`src/rtl/std_reg_wr_arbiter.sv`:
```
// Round-robin write arbiter: grants one requester at a time onto a shared
// enable-gated register, acks the winner, then holds off for GAP cycles.
module std_reg_wr_arbiter #(
    parameter int unsigned WIDTH   = 16,
    parameter int unsigned NUM_REQ = 4,
    parameter int unsigned GAP     = 1,
    localparam int unsigned IDW    = $clog2(NUM_REQ)
) (
    input  logic                     clk,
    input  logic                     rst,
    input  logic [NUM_REQ-1:0]       req,
    input  logic [NUM_REQ*WIDTH-1:0] wdata,
    output logic [NUM_REQ-1:0]       ack,
    output logic                     reg_en,
    output logic [WIDTH-1:0]         reg_d,
    output logic [IDW-1:0]           grant_id,
    output logic                     busy
);

    localparam int unsigned CW = 4;

    typedef enum logic [1:0] {
        IDLE     = 2'd0,
        WRITE    = 2'd1,
        COOLDOWN = 2'd2
    } state_t;

    state_t               state_q, state_d;
    logic [IDW-1:0]       ptr_q, ptr_d;
    logic [CW-1:0]        cnt_q, cnt_d;
    logic                 reg_en_q, reg_en_d;
    logic [WIDTH-1:0]     reg_d_q, reg_d_d;
    logic [NUM_REQ-1:0]   ack_q, ack_d;
    logic [IDW-1:0]       grant_id_q, grant_id_d;
    logic                 busy_q, busy_d;

    logic                 found;
    logic [IDW-1:0]       win;
    int unsigned          idx;

    // Round-robin scan starting at ptr; first pending requester wins.
    always_comb begin
        found = 1'b0;
        win   = '0;
        idx   = 0;
        for (int unsigned i = 0; i < NUM_REQ; i++) begin
            idx = (32'(ptr_q) + i) % NUM_REQ;
            if (!found && req[idx]) begin
                found = 1'b1;
                win   = IDW'(idx);
            end
        end
    end

    always_comb begin
        state_d    = state_q;
        ptr_d      = ptr_q;
        cnt_d      = cnt_q;
        reg_en_d   = 1'b0;
        ack_d      = '0;
        reg_d_d    = reg_d_q;
        grant_id_d = grant_id_q;
        busy_d     = busy_q;

        case (state_q)
            IDLE: begin
                busy_d = 1'b0;
                if (found) begin
                    state_d    = WRITE;
                    reg_en_d   = 1'b1;
                    ack_d      = NUM_REQ'(1) << win;
                    reg_d_d    = wdata[32'(win)*WIDTH +: WIDTH];
                    grant_id_d = win;
                    busy_d     = 1'b1;
                end
            end
            WRITE: begin
                ptr_d = (grant_id_q == IDW'(NUM_REQ - 1)) ? '0 : grant_id_q + IDW'(1);
                if (GAP == 0) begin
                    state_d = IDLE;
                    busy_d  = 1'b0;
                end else begin
                    cnt_d   = CW'(GAP - 1);
                    state_d = COOLDOWN;
                    busy_d  = 1'b1;
                end
            end
            COOLDOWN: begin
                if (cnt_q == '0) begin
                    state_d = IDLE;
                    busy_d  = 1'b0;
                end else begin
                    cnt_d = cnt_q - CW'(1);
                end
            end
            default: begin
                state_d = IDLE;
                busy_d  = 1'b0;
            end
        endcase
    end

    always_ff @(posedge clk or posedge rst) begin
        if (rst) begin
            state_q    <= IDLE;
            ptr_q      <= '0;
            cnt_q      <= '0;
            reg_en_q   <= 1'b0;
            reg_d_q    <= '0;
            ack_q      <= '0;
            grant_id_q <= '0;
            busy_q     <= 1'b0;
        end else begin
            state_q    <= state_d;
            ptr_q      <= ptr_d;
            cnt_q      <= cnt_d;
            reg_en_q   <= reg_en_d;
            reg_d_q    <= reg_d_d;
            ack_q      <= ack_d;
            grant_id_q <= grant_id_d;
            busy_q     <= busy_d;
        end
    end

    assign ack      = ack_q;
    assign reg_en   = reg_en_q;
    assign reg_d    = reg_d_q;
    assign grant_id = grant_id_q;
    assign busy     = busy_q;

endmodule

```
`config.mk`:
```
export PLATFORM = sky130hd
export DESIGN_NAME = std_reg_wr_arbiter
export DESIGN_NICKNAME = d
export VERILOG_FILES = /design/src/rtl/std_reg_wr_arbiter.sv
export SDC_FILE = /design/constraint.sdc
export NUM_CORES = 1
export LEC_CHECK = 0
export BUFFER_PORTS_ARGS = -buffer_cell sky130_fd_sc_hd__buf_2
export CAP_MARGIN = 20
export CORE_AREA = 2 2 67 69
export DETAILED_ROUTE_END_ITERATION = 8
export DIE_AREA = 0 0 69 71
export GPL_TIMING_DRIVEN = 0
export MAX_ROUTING_LAYER = met4
export PLACE_DENSITY = 0.79
export SLEW_MARGIN = 30
export SYNTH_ARGS = -nofsm -noshare
export SYNTH_HDL_FRONTEND = slang
export SYNTH_SLANG_ARGS = --single-unit
```
`constraint.sdc`:
```
create_clock -name clk -period 2.1 [get_ports clk]
set_input_delay 0.315 -clock clk [delete_from_list [all_inputs] [get_ports clk]]
set_output_delay 0.315 -clock clk [all_outputs]
set_load 0.02 [all_outputs]
```
==> results.txt, run 1 <==
CTS tree -> yes
Total gr overflow -> 0
FP Rows -> 24
Post-route insts no fill -> 370
MaxCap Viol Count -> 0
Final slew viol count -> 0
Die H -> 71 µm
Reg2reg path depth -> 7
Synth warn -> 0
RePlAce Congestion -> 0.834
IO buf count -> 91
First DRT Iteration DRCs -> 141
Post-CTS Setup Bufs -> 0
Hold crit path type -> in -> async
Pin count of the biggest net entering global routing -> 33
Hold_buf cts -> 0
Placed inst area -> 2390 µm²
Syn Nets -> 291
Fin crit share -> 0.909
Most frequent cell after synthesis -> dfrtp_1
Placed insts -> 362
CP Data Required Time -> 2.25 ns
RSZ-0062 raised after global routing -> false
Number of antenna violations at the first check in global routing -> 0
Crit-path cells -> clkbuf_1 -> nor2b_1 -> a211o_1 -> buf_2 -> buf_2 -> a22oi_1 -> a31oi_1
Top cell type's share of synthesized area -> 0.428
Worst Tran Pin Value -> 0.801 ns
Distinct cells, synth -> 40
Root Driver -> clkbuf_8
Critical-path top delay cell -> dfrtp_1
Total CTS buffers -> 5
Clock tree buffer depth -> 2
Count of final setup violators -> 0
Reg power frac -> 0.306
Nets -> 389
Outcome -> completed
Crit path kind -> reg -> reg
Via count -> 2054
Total GRT Usage -> 0.228
Initial Util -> 0.446
Slowest cell delay on critical path -> 0.33 ns
FFs w/ async S/R, synth -> 1.00
Flop-to-flop setup slack -> 0.19 ns
Drt drc -> 0
Fill cells -> 387
Synth cell count leaders -> dfrtp_1 (32), o21ai_0 (24), nor2_1 (21)
CTS H-tree lvls -> 2
First-pass GRT wire length -> 8.87 mm
Post-synth top area cell -> dfrtp_1
Die Area -> 4900 µm²
Post-synth EDFFs -> 0
Switching power -> 1.48 mW
#FFs+latches synth -> 32
Layout Utilization -> 0.596
Worst Setup End Kind -> register
Max VDD drop -> 0.776 mV
Clock tree sinks -> 32
Worst skew pair latency -> 0.27 ns
Pwr dens -> 1350 nW/µm²
Min Tclk post-route -> 1.91 ns
Pint -> 1.90 mW
Setup_tns -> 0 ns
Post-route ant nets -> 0
Fin Clk Skew -> 0.00606 ns
Most used cell, CP -> buf_2
WL final -> 5.27 mm
Vias in the first global route -> 1948
Avg Cell Area, Syn -> 8.55 µm²
Final Cell Area -> 2500 µm²
Top achievable clock speed -> 524 MHz
Area delta synth->final -> 33.7%
Layout cell share with drive strength beyond 1 -> 0.368
Avg WL per Cell -> 14.2 µm
Synthesized area -> 1870 µm²
Chip Width -> 69 µm
Logic pwr share -> 0.527
Sw Share -> 0.438
DR pass1 iterations -> 4
Io pins -> 94
Arr. time, crit path -> 2.06 ns
Prevailing post-synth register cell -> dfrtp_1
Hpwl dp -> 3.96 mm
Clock power share -> 0.166
Final Hold Viols -> 0
Critical path fanouts, max -> 10
Startpoint Class -> register
Leak pwr -> 1.28 nW
Diode count -> 0
Register area share after synthesis -> 0.428
R2r startpoint -> ptr_q[0]
Drt via density -> 5.55
Slew headroom -> 0.457
Synth Instances -> 219
Worst reg2reg path endpoint -> reg_d[3]
Clock transition at path regs -> 0.07 ns
CORE AREA -> 4200 µm²
Ranking of synthesized cells by area -> dfrtp_1 (43%), o21ai_0 (6.4%), a22oi_1 (6.4%)
## stage by stage
stage	hold slack (ns)	setup slack, ns	power (mW)
floorplan	0.431	0.470	2.26
global placement	0.502	0.0575	2.78
detailed placement	0.457	0.0396	2.82
CTS	0.158	0.128	3.40
global route	0.198	0.0322	3.64
finish	0.129	0.191	3.38
## state kept, by name, indices dropped and copies added (netlist names)
signal    count
reg_d        16
grant_id      2
ptr_q         2
state_q       2
reg_en        1
cnt_q         4
busy          1
ack           4
## metal layers
metal	part of all wire	GRT usage
met1	0.45	0.301
met2	0.48	0.376
met3	0.062	0.0356
met4	0.0046	0.0458
met5	0	-
## cells in the final DEF, fill, tap and decap left out, drive strengths merged, types with 3 or more instances in the layout
cell type	Yosys	routed
a21oi	19	19
a22oi	16	16
a31oi	16	16
and3	16	16
buf	11	102
clkbuf	9	15
dfrtp	32	32
inv	8	8
nand2	8	8
nand2b	4	4
nand3	3	3
nor2	22	22
o21ai	24	24
o21bai	3	3
## area by class of cell
type / count / area, µm² / share of cell area
flip-flops and latches: 32 / 801 / 0.320
clock inverters: 2 / 35.0 / 0.0140
multi-input cells: 159 / 950 / 0.379
repair buffers: 91 / 455 / 0.182
plain buffers: 20 / 96.3 / 0.0385
clock buffers: 6 / 72.6 / 0.0290
well taps: 52 / 65.1 / 0.0260
inverters: 8 / 30.0 / 0.0120
## worst max path at each step
stage / slack, ns / start / depth (start not counted) / end
after global routing: 0.03 / ptr_q[0] / 7 / reg_d[15]
after floorplan: 0.47 / req[2] / 6 / ack[3]
final: 0.19 / ptr_q[0] / 7 / reg_d[3]
after global placement: 0.06 / req[0] / 7 / reg_d[15]
after detailed placement: 0.04 / req[3] / 7 / reg_d[15]
after CTS: 0.13 / ptr_q[0] / 6 / reg_d[15]
## power by group through the flow
stage | combinational [mW] | sequential [mW] | clock, mW
global placement | 1.75 | 1.03 | 0
finish | 1.78 | 1.03 | 0.562
detailed placement | 1.79 | 1.04 | 0
CTS | 1.79 | 1.03 | 0.579
floorplan | 0.960 | 1.30 | 0
global route | 1.97 | 1.06 | 0.600
## logic make-up after synthesis
logic type                 after synthesis  synth area share
adders and majority gates                2            0.0134
and+or+nand+nor                         67             0.192
muxes                                    2            0.0114
AOI/OAI and AO/OA                       87             0.284
DFF                                     32             0.428
xor gates and xnor gates                 1           0.00468
buffers and inverters                   28            0.0675
## critical path: cells and delay by family (launching register included)
family,cells,cell delay (ns)
AND/OR/NAND/NOR,1,0.12
flip-flops,1,0.33
buffers and inverters,3,0.69
AO/OA/AOI/OAI,3,0.65
## repair_timing
action / in CTS / in global routing
setup endpoints to repair: 0 / 10
hold endpoints to repair: 0 / 0
resized for setup: 0 / 1
Power figures use the tool's default switching activity.
==> inputs of run 2 (changes only) <==
==> constraint.sdc (replaced) <==
create_clock -name clk -period 2.1 [get_ports clk]
set_input_delay 0.63 -clock clk [delete_from_list [all_inputs] [get_ports clk]]
set_output_delay 0.63 -clock clk [all_outputs]
set_load 0.02 [all_outputs]
==> run 2 against run 1 <==
Compared with the run above:
- global-route usage unchanged
- wire length fell by 0.21%
- critical path depth did not move
- non-clock buffer count decreased by 1
- design area fell by 0.15%
- critical path type unchanged
- power barely moved
- sequential cell count unchanged
- combinational power barely moved
- highest routed layer unchanged
- utilization decreased by 0.089 points
==> results.txt, run 2 (same netlist as run 1, synthesis figures left out) <==
Outcome -> completed
Final Hold Viols -> 0 (unchanged)
Drt drc -> 0 (unchanged)
Diode count -> 0 (unchanged)
Hold_buf cts -> 0 (unchanged)
Root Driver -> clkbuf_8
Initial Util -> 0.446 (unchanged)
Placed insts -> 362 (unchanged)
RSZ-0062 raised after global routing -> false
Avg WL per Cell -> 14.3 µm (about the same)
Total GRT Usage -> 0.228 (unchanged)
Final slew viol count -> 0 (unchanged)
Die Area -> 4900 µm² (unchanged)
FP Rows -> 24 (unchanged)
Worst Setup End Kind -> register
CTS tree -> yes
Startpoint Class -> register
Post-route insts no fill -> 369 (-0.27%)
WL final -> 5.26 mm (-0.21%)
Post-route ant nets -> 0 (unchanged)
Clock tree sinks -> 32 (unchanged)
Fin crit share -> 0.900 (-0.00937)
RePlAce Congestion -> 0.834 (unchanged)
Clock transition at path regs -> 0.07 ns (about the same)
Drt via density -> 5.56 (+0.17%)
Die H -> 71 µm (unchanged)
CTS H-tree lvls -> 2 (unchanged)
Slew headroom -> 0.457 (-0.000564)
Most used cell, CP -> buf_2
Count of final setup violators -> 0 (unchanged)
Critical path fanouts, max -> 10 (unchanged)
Post-CTS Setup Bufs -> 0 (unchanged)
First DRT Iteration DRCs -> 143 (+1.4%)
IO buf count -> 91 (unchanged)
CORE AREA -> 4200 µm² (unchanged)
Commonest non-fill, non-tap cell in the layout -> buf_2
Crit path kind -> reg -> reg
Vias in the first global route -> 1948 (unchanged)
Commonest non-fill, non-tap cells in the layout -> buf_2 (99), dfrtp_1 (32), o21ai_0 (24)
Max VDD drop -> 0.810 mV (+4.4%)
Fin Clk Skew -> 0.00579 ns (-0.000270 ns)
CP bufs+invs -> 3 (unchanged)
Number of antenna violations at the first check in global routing -> 0 (unchanged)
Max FFs per register -> 16 (unchanged)
Crit-path cells -> clkbuf_1 -> nor2b_1 -> a211o_1 -> buf_2 -> buf_2 -> a22oi_1 -> a31oi_1
DR pass1 iterations -> 4 (unchanged)
Top Family by Delay on Critical Path -> buffers and inverters
Worst skew pair latency -> 0.27 ns (about the same)
Top achievable clock speed -> 529 MHz (+1.0%)
Total CTS buffers -> 5 (unchanged)
Pwr dens -> 1350 nW/µm² (about the same)
Critical-path top delay cell -> dfrtp_1
CP Data Required Time -> 2.25 ns (about the same)
Pin count of the biggest net entering global routing -> 33 (unchanged)
Clock tree buffer depth -> 2 (unchanged)
Layout Utilization -> 0.595 (-0.000893)
Slowest cell delay on critical path -> 0.33 ns (about the same)
Worst Tran Pin Value -> 0.802 ns (+0.000833 ns)
Layout cell share with drive strength beyond 1 -> 0.369 (+0.00116)
Hold crit path type -> in -> async
Chip Width -> 69 µm (unchanged)
Hpwl dp -> 3.96 mm (unchanged)
Total gr overflow -> 0 (unchanged)
Arr. time, crit path -> 2.04 ns (-0.02 ns)
Leak pwr -> 1.28 nW (about the same)
MaxCap Viol Count -> 0 (unchanged)
Area delta synth->final -> 33.5%
First-pass GRT wire length -> 8.87 mm (unchanged)
Min Tclk post-route -> 1.89 ns (-0.0197 ns)
Io pins -> 94 (unchanged)
Via count -> 2052 (-0.097%)
Nets -> 388 (-0.26%)
## run 2: repair_timing
action	in CTS	in global routing
setup endpoints to repair	0	11
hold endpoints to repair	0	0
gates resized for setup	0	1
## run 2: worst paths after layout
path / startpoint / endpoint / slack [ns] / depth (start not counted)
setup / recovery: ptr_q[0] / reg_d[3] / 0.21 / 7
hold reg to reg: cnt_q[0] / cnt_q[0] / 0.53 / 1
min in group clk: cnt_q[0] / cnt_q[0] / 0.53 / 1
hold / removal: rst / ack[0] / 0.44 / 2
setup reg to reg: ptr_q[0] / reg_d[3] / 0.21 / 7
max in group asynchronous: rst / ptr_q[1] / 1.23 / 2
## run 2: power breakdown
group,switching (mW),internal [mW]
Sequential,0.153,0.883
Combinational,1.11,0.663
Clock,0.210,0.352
## run 2: through the flow
| step | setup WS, ns | hold slack, ns | setup TNS [ns] | total power, mW | area [µm²] |
|---|---|---|---|---|---|
| final | 0.211 | 0.445 | 0 | 3.38 | 2500 |
| after detailed placement | -0.275 | 0.516 | -2.87 | 2.82 | 2390 |
| after floorplan | 0.155 | 0.484 | 0 | 2.26 | 1870 |
| after global routing | 0.0322 | 0.513 | 0 | 3.63 | 2500 |
| after global placement | -0.258 | 0.502 | -2.48 | 2.78 | 2390 |
| after CTS | 0.0300 | 0.473 | 0 | 3.40 | 2500 |
## run 2: worst reg2reg max path: stages, from the launching register on
cell and delay [ns]:
dfrtp_1 0.33, clkbuf_1 0.32, nor2b_1 0.12, a211o_1 0.31
buf_2 0.17, buf_2 0.20, a22oi_1 0.21, a31oi_1 0.11
## run 2: per-layer routing
| metal | wire length [µm] | track usage | up-vias | part of all wire |
|---|---|---|---|---|
| met5 | 0 | - | - | 0 |
| met4 | 24 | 0.0458 | 0 | 0.0046 |
| met3 | 344 | 0.0356 | 2 | 0.065 |
| met2 | 2520 | 0.376 | 85 | 0.48 |
| met1 | 2370 | 0.301 | 971 | 0.45 |
| li1 | - | - | 994 | - |
## run 2: area by class of cell
cell class	count	area [µm²]
well taps	52	65.1
repair buffers	91	455
multi-input cells	159	950
clock buffers	6	72.6
inverters	8	30.0
clock inverters	2	35.0
flip-flops and latches	32	801
fillers	387	1700
plain buffers	19	92.6
==> inputs of run 3 (changes only) <==
- ABC_AREA: unset -> 1
- CORE_AREA: 2 2 67 69 -> 2 2 71 73
- DIE_AREA: 0 0 69 71 -> 0 0 73 75
==> run 3 against run 2 <==
Compared with the run above:
- design area rose by 15%
- fmax down 1.5%
- sequential share of layout area fell by 4.3 points
- power up 73%
- die area is 12% higher
- clock power fell by 11%
- setup slack worse by 0.030 ns
- clock skew increased by 0.0046 ns
- sequential cell count unchanged
- critical path type unchanged
- critical endpoint is now reg_d[1]
- largest cell class unchanged
==> results.txt, run 3 <==
Commonest non-fill, non-tap cells in the layout -> nand2_1 (202), buf_2 (104), nand4_1 (33)
Distinct cells, synth -> 24 (-40%)
Total CTS buffers -> 5 (unchanged)
Post-route ant nets -> 0 (unchanged)
Clock tree sinks -> 32 (unchanged)
MaxCap Viol Count -> 0 (unchanged)
Max VDD drop -> 0.900 mV (+11%)
Fin crit share -> 0.914 (+0.0141)
Crit-path cells -> buf_6 -> nand2_1 -> nand2_2 -> nand2_1 -> nand2_1 -> nor2_4 -> nand3_4 -> nand2_1 -> inv_2 -> buf_2 -> nand2_1 -> nand2_1
Clock tree buffer depth -> 2 (unchanged)
R2r startpoint -> ptr_q[0]
Leak pwr -> 1.79 nW (+40%)
FP Rows -> 25 (+4.2%)
First DRT Iteration DRCs -> 159 (+11%)
Register area share after synthesis -> 0.363 (-0.0643)
Layout Utilization -> 0.619 (+0.0239)
Synthesized area -> 2200 µm² (+18%)
Avg WL per Cell -> 13.0 µm (-9.1%)
FFs w/ async S/R, synth -> 1.00 (unchanged)
Worst Setup SP -> ptr_q[0]
Wl on met1 -> 2.82 mm (+19%)
Arr. time, crit path -> 2.09 ns (+0.05 ns)
Logic pwr share -> 0.738 (+0.212)
Via count -> 2580 (+26%)
Clock power share -> 0.086 (-0.081)
Setup_tns -> 0 ns (unchanged)
CP bufs+invs -> 3 (unchanged)
Top Family by Delay on Critical Path -> simple AND/OR/NAND/NOR gates
Worst Tran Pin Value -> 0.691 ns (-0.111 ns)
Count of final setup violators -> 0 (unchanged)
CTS tree -> yes
Die H -> 75 µm (+5.6%)
Outcome -> completed
CTS H-tree lvls -> 2 (unchanged)
First-pass GRT wire length -> 10.3 mm (+16%)
Most frequent cell after synthesis -> nand2_1
Io pins -> 94 (unchanged)
Reg power frac -> 0.176 (-0.131)
Drt drc -> 0 (unchanged)
Placed inst area -> 2740 µm² (+14%)
Pre-CTS setup slack -> -0.0856 ns (+0.190 ns)
Syn Nets -> 416 (+43%)
Fin Clk Skew -> 0.0104 ns (+0.00456 ns)
Number of antenna violations at the first check in global routing -> 0 (unchanged)
Final slew viol count -> 0 (unchanged)
Area delta synth->final -> 30.8%
Crit path kind -> reg -> reg
Worst hold slack -> 0.441 ns (-0.00387 ns)
Multi-input logic area -> 1220 µm² (+29%)
Storage cell area -> 801 µm² (unchanged)
Reg2reg path depth -> 12 (+5)
Worst skew pair latency -> 0.29 ns (+0.02 ns)
Synth cell count leaders -> nand2_1 (202), nand4_1 (33), dfrtp_1 (32)
Drt via density -> 5.14 (-7.6%)
CORE AREA -> 4660 µm² (+11%)
Hpwl dp -> 4.78 mm (+21%)
Min setup slack post-route -> 0.181 ns (-0.0296 ns)
Avg Cell Area, Syn -> 6.41 µm² (-25%)
Switching power -> 3.19 mW (+120%)
Worst Setup End Kind -> register
Most used cell, CP -> nand2_1
Synth Instances -> 344 (+57%)
Final Hold Viols -> 0 (unchanged)
Startpoint Class -> register
Fill cells -> 458 (+18%)
Chip Width -> 73 µm (+5.8%)
WL final -> 6.51 mm (+24%)
Synth warn -> 0 (unchanged)
Commonest non-fill, non-tap cell in the layout -> nand2_1
Layout cell share with drive strength beyond 1 -> 0.297 (-0.0722)
Total gr overflow -> 0 (unchanged)
Clock transition at path regs -> 0.07 ns (about the same)
Top achievable clock speed -> 521 MHz (-1.5%)
#FFs+latches synth -> 32 (unchanged)
Final Cell Area -> 2880 µm² (+15%)
Top cell type's share of synthesized area -> 0.363 (-0.0643)
Pint -> 2.66 mW (+40%)
RePlAce Congestion -> 0.904 (+8.3%)
Met3 wire length -> 634 µm (+84%)
Initial Util -> 0.473 (+0.0275)
DR pass1 iterations -> 4 (unchanged)
Slew headroom -> 0.539 (+0.0819)
Die Area -> 5480 µm² (+12%)
Min Tclk post-route -> 1.92 ns (+0.0296 ns)
Pin count of the biggest net entering global routing -> 33 (unchanged)
Vias in the first global route -> 2290 (+18%)
CP Data Required Time -> 2.28 ns (+0.03 ns)
IO buf count -> 93 (+2.2%)
Prevailing post-synth register cell -> dfrtp_1
Flop-to-flop setup slack -> 0.18 ns (-0.03 ns)
Pwr dens -> 2030 nW/µm² (+50%)
Post-synth EDFFs -> 0 (unchanged)
Max FFs per register -> 16 (unchanged)
Diode count -> 0 (unchanged)
DR top layer -> met4
Sw Share -> 0.545 (+0.107)
Critical-path top delay cell -> dfrtp_1
Ranking of synthesized cells by area -> dfrtp_1 (36%), nand2_1 (34%), nand4_1 (9.4%)
Root Driver -> clkbuf_8
Total GRT Usage -> 0.251 (+0.0227)
Post-synth top area cell -> dfrtp_1
Slowest cell delay on critical path -> 0.42 ns (+0.09 ns)
Critical path fanouts, max -> 10 (unchanged)
Nets -> 519 (+34%)
Met2 WL post-DR -> 2.95 mm (+17%)
Hold crit path type -> in -> async
Worst reg2reg path endpoint -> reg_d[1]
[run 3: cell count changes after synthesis, moves of 17 or more]
cell     before  now
a21oi_1      19    0
nand4_1       0   33
nor2_1       21    4
nand2_1       8  202
o21ai_0      24    3
[run 3: stage by stage]
stage / power [mW] / cells
detailed placement: 5.07 / 491
finish: 5.85 / 502
global placement: 4.99 / 491
floorplan: 4.06 / 344
global route: 6.46 / 502
CTS: 5.60 / 499
[run 3: repair_timing]
| action | in CTS | in global routing |
|---|---|---|
| setup endpoints to repair | 0 | 13 |
| resized for setup | 0 | 9 |
| buffers inserted | 0 | 3 |
| hold buffers | 0 | 0 |
[run 3: logic make-up after synthesis]
family | Yosys count | share of synthesized area
compound gates | 9 | 0.0238
flops | 32 | 0.363
buf+inv | 41 | 0.0874
simple gates | 258 | 0.506
xor+xnor | 2 | 0.00795
fa+ha+maj | 2 | 0.0113
[run 3: worst max-delay path by stage]
stage          slack, ns  cells past startpoint        end
6_report            0.18                     12   reg_d[1]
5_1_grt           -0.004                     14  reg_d[14]
4_1_cts             0.15                     10     ack[3]
3_5_place_dp       -0.09                     16   reg_d[4]
3_3_place_gp       -0.04                     16   reg_d[4]
2_1_floorplan       0.26                     15   reg_d[0]
[run 3: routing by layer]
layer / GRT usage / vias up
met5: - / -
met3: 0.0522 / 11
met4: 0.0823 / 0
met2: 0.390 / 131
li1: - / 1298
met1: 0.327 / 1140
[run 3: power groups by stage]
stage	registers (mW)	clock network, mW	logic (mW)
4_1_cts	1.02	0.510	4.07
5_1_grt	1.06	0.541	4.86
3_3_place_gp	1.03	0	3.97
2_1_floorplan	1.25	0	2.81
6_report	1.03	0.502	4.32
3_5_place_dp	1.02	0	4.05
[run 3: cell type report]
class	count	area share
Sequential cell	32	0.278
Inverter	22	0.0295
Multi-Input combinational cell	271	0.424
Clock buffer	8	0.0312
Timing Repair Buffer	96	0.169
Tap cell	54	0.0234
Buffer	19	0.0451
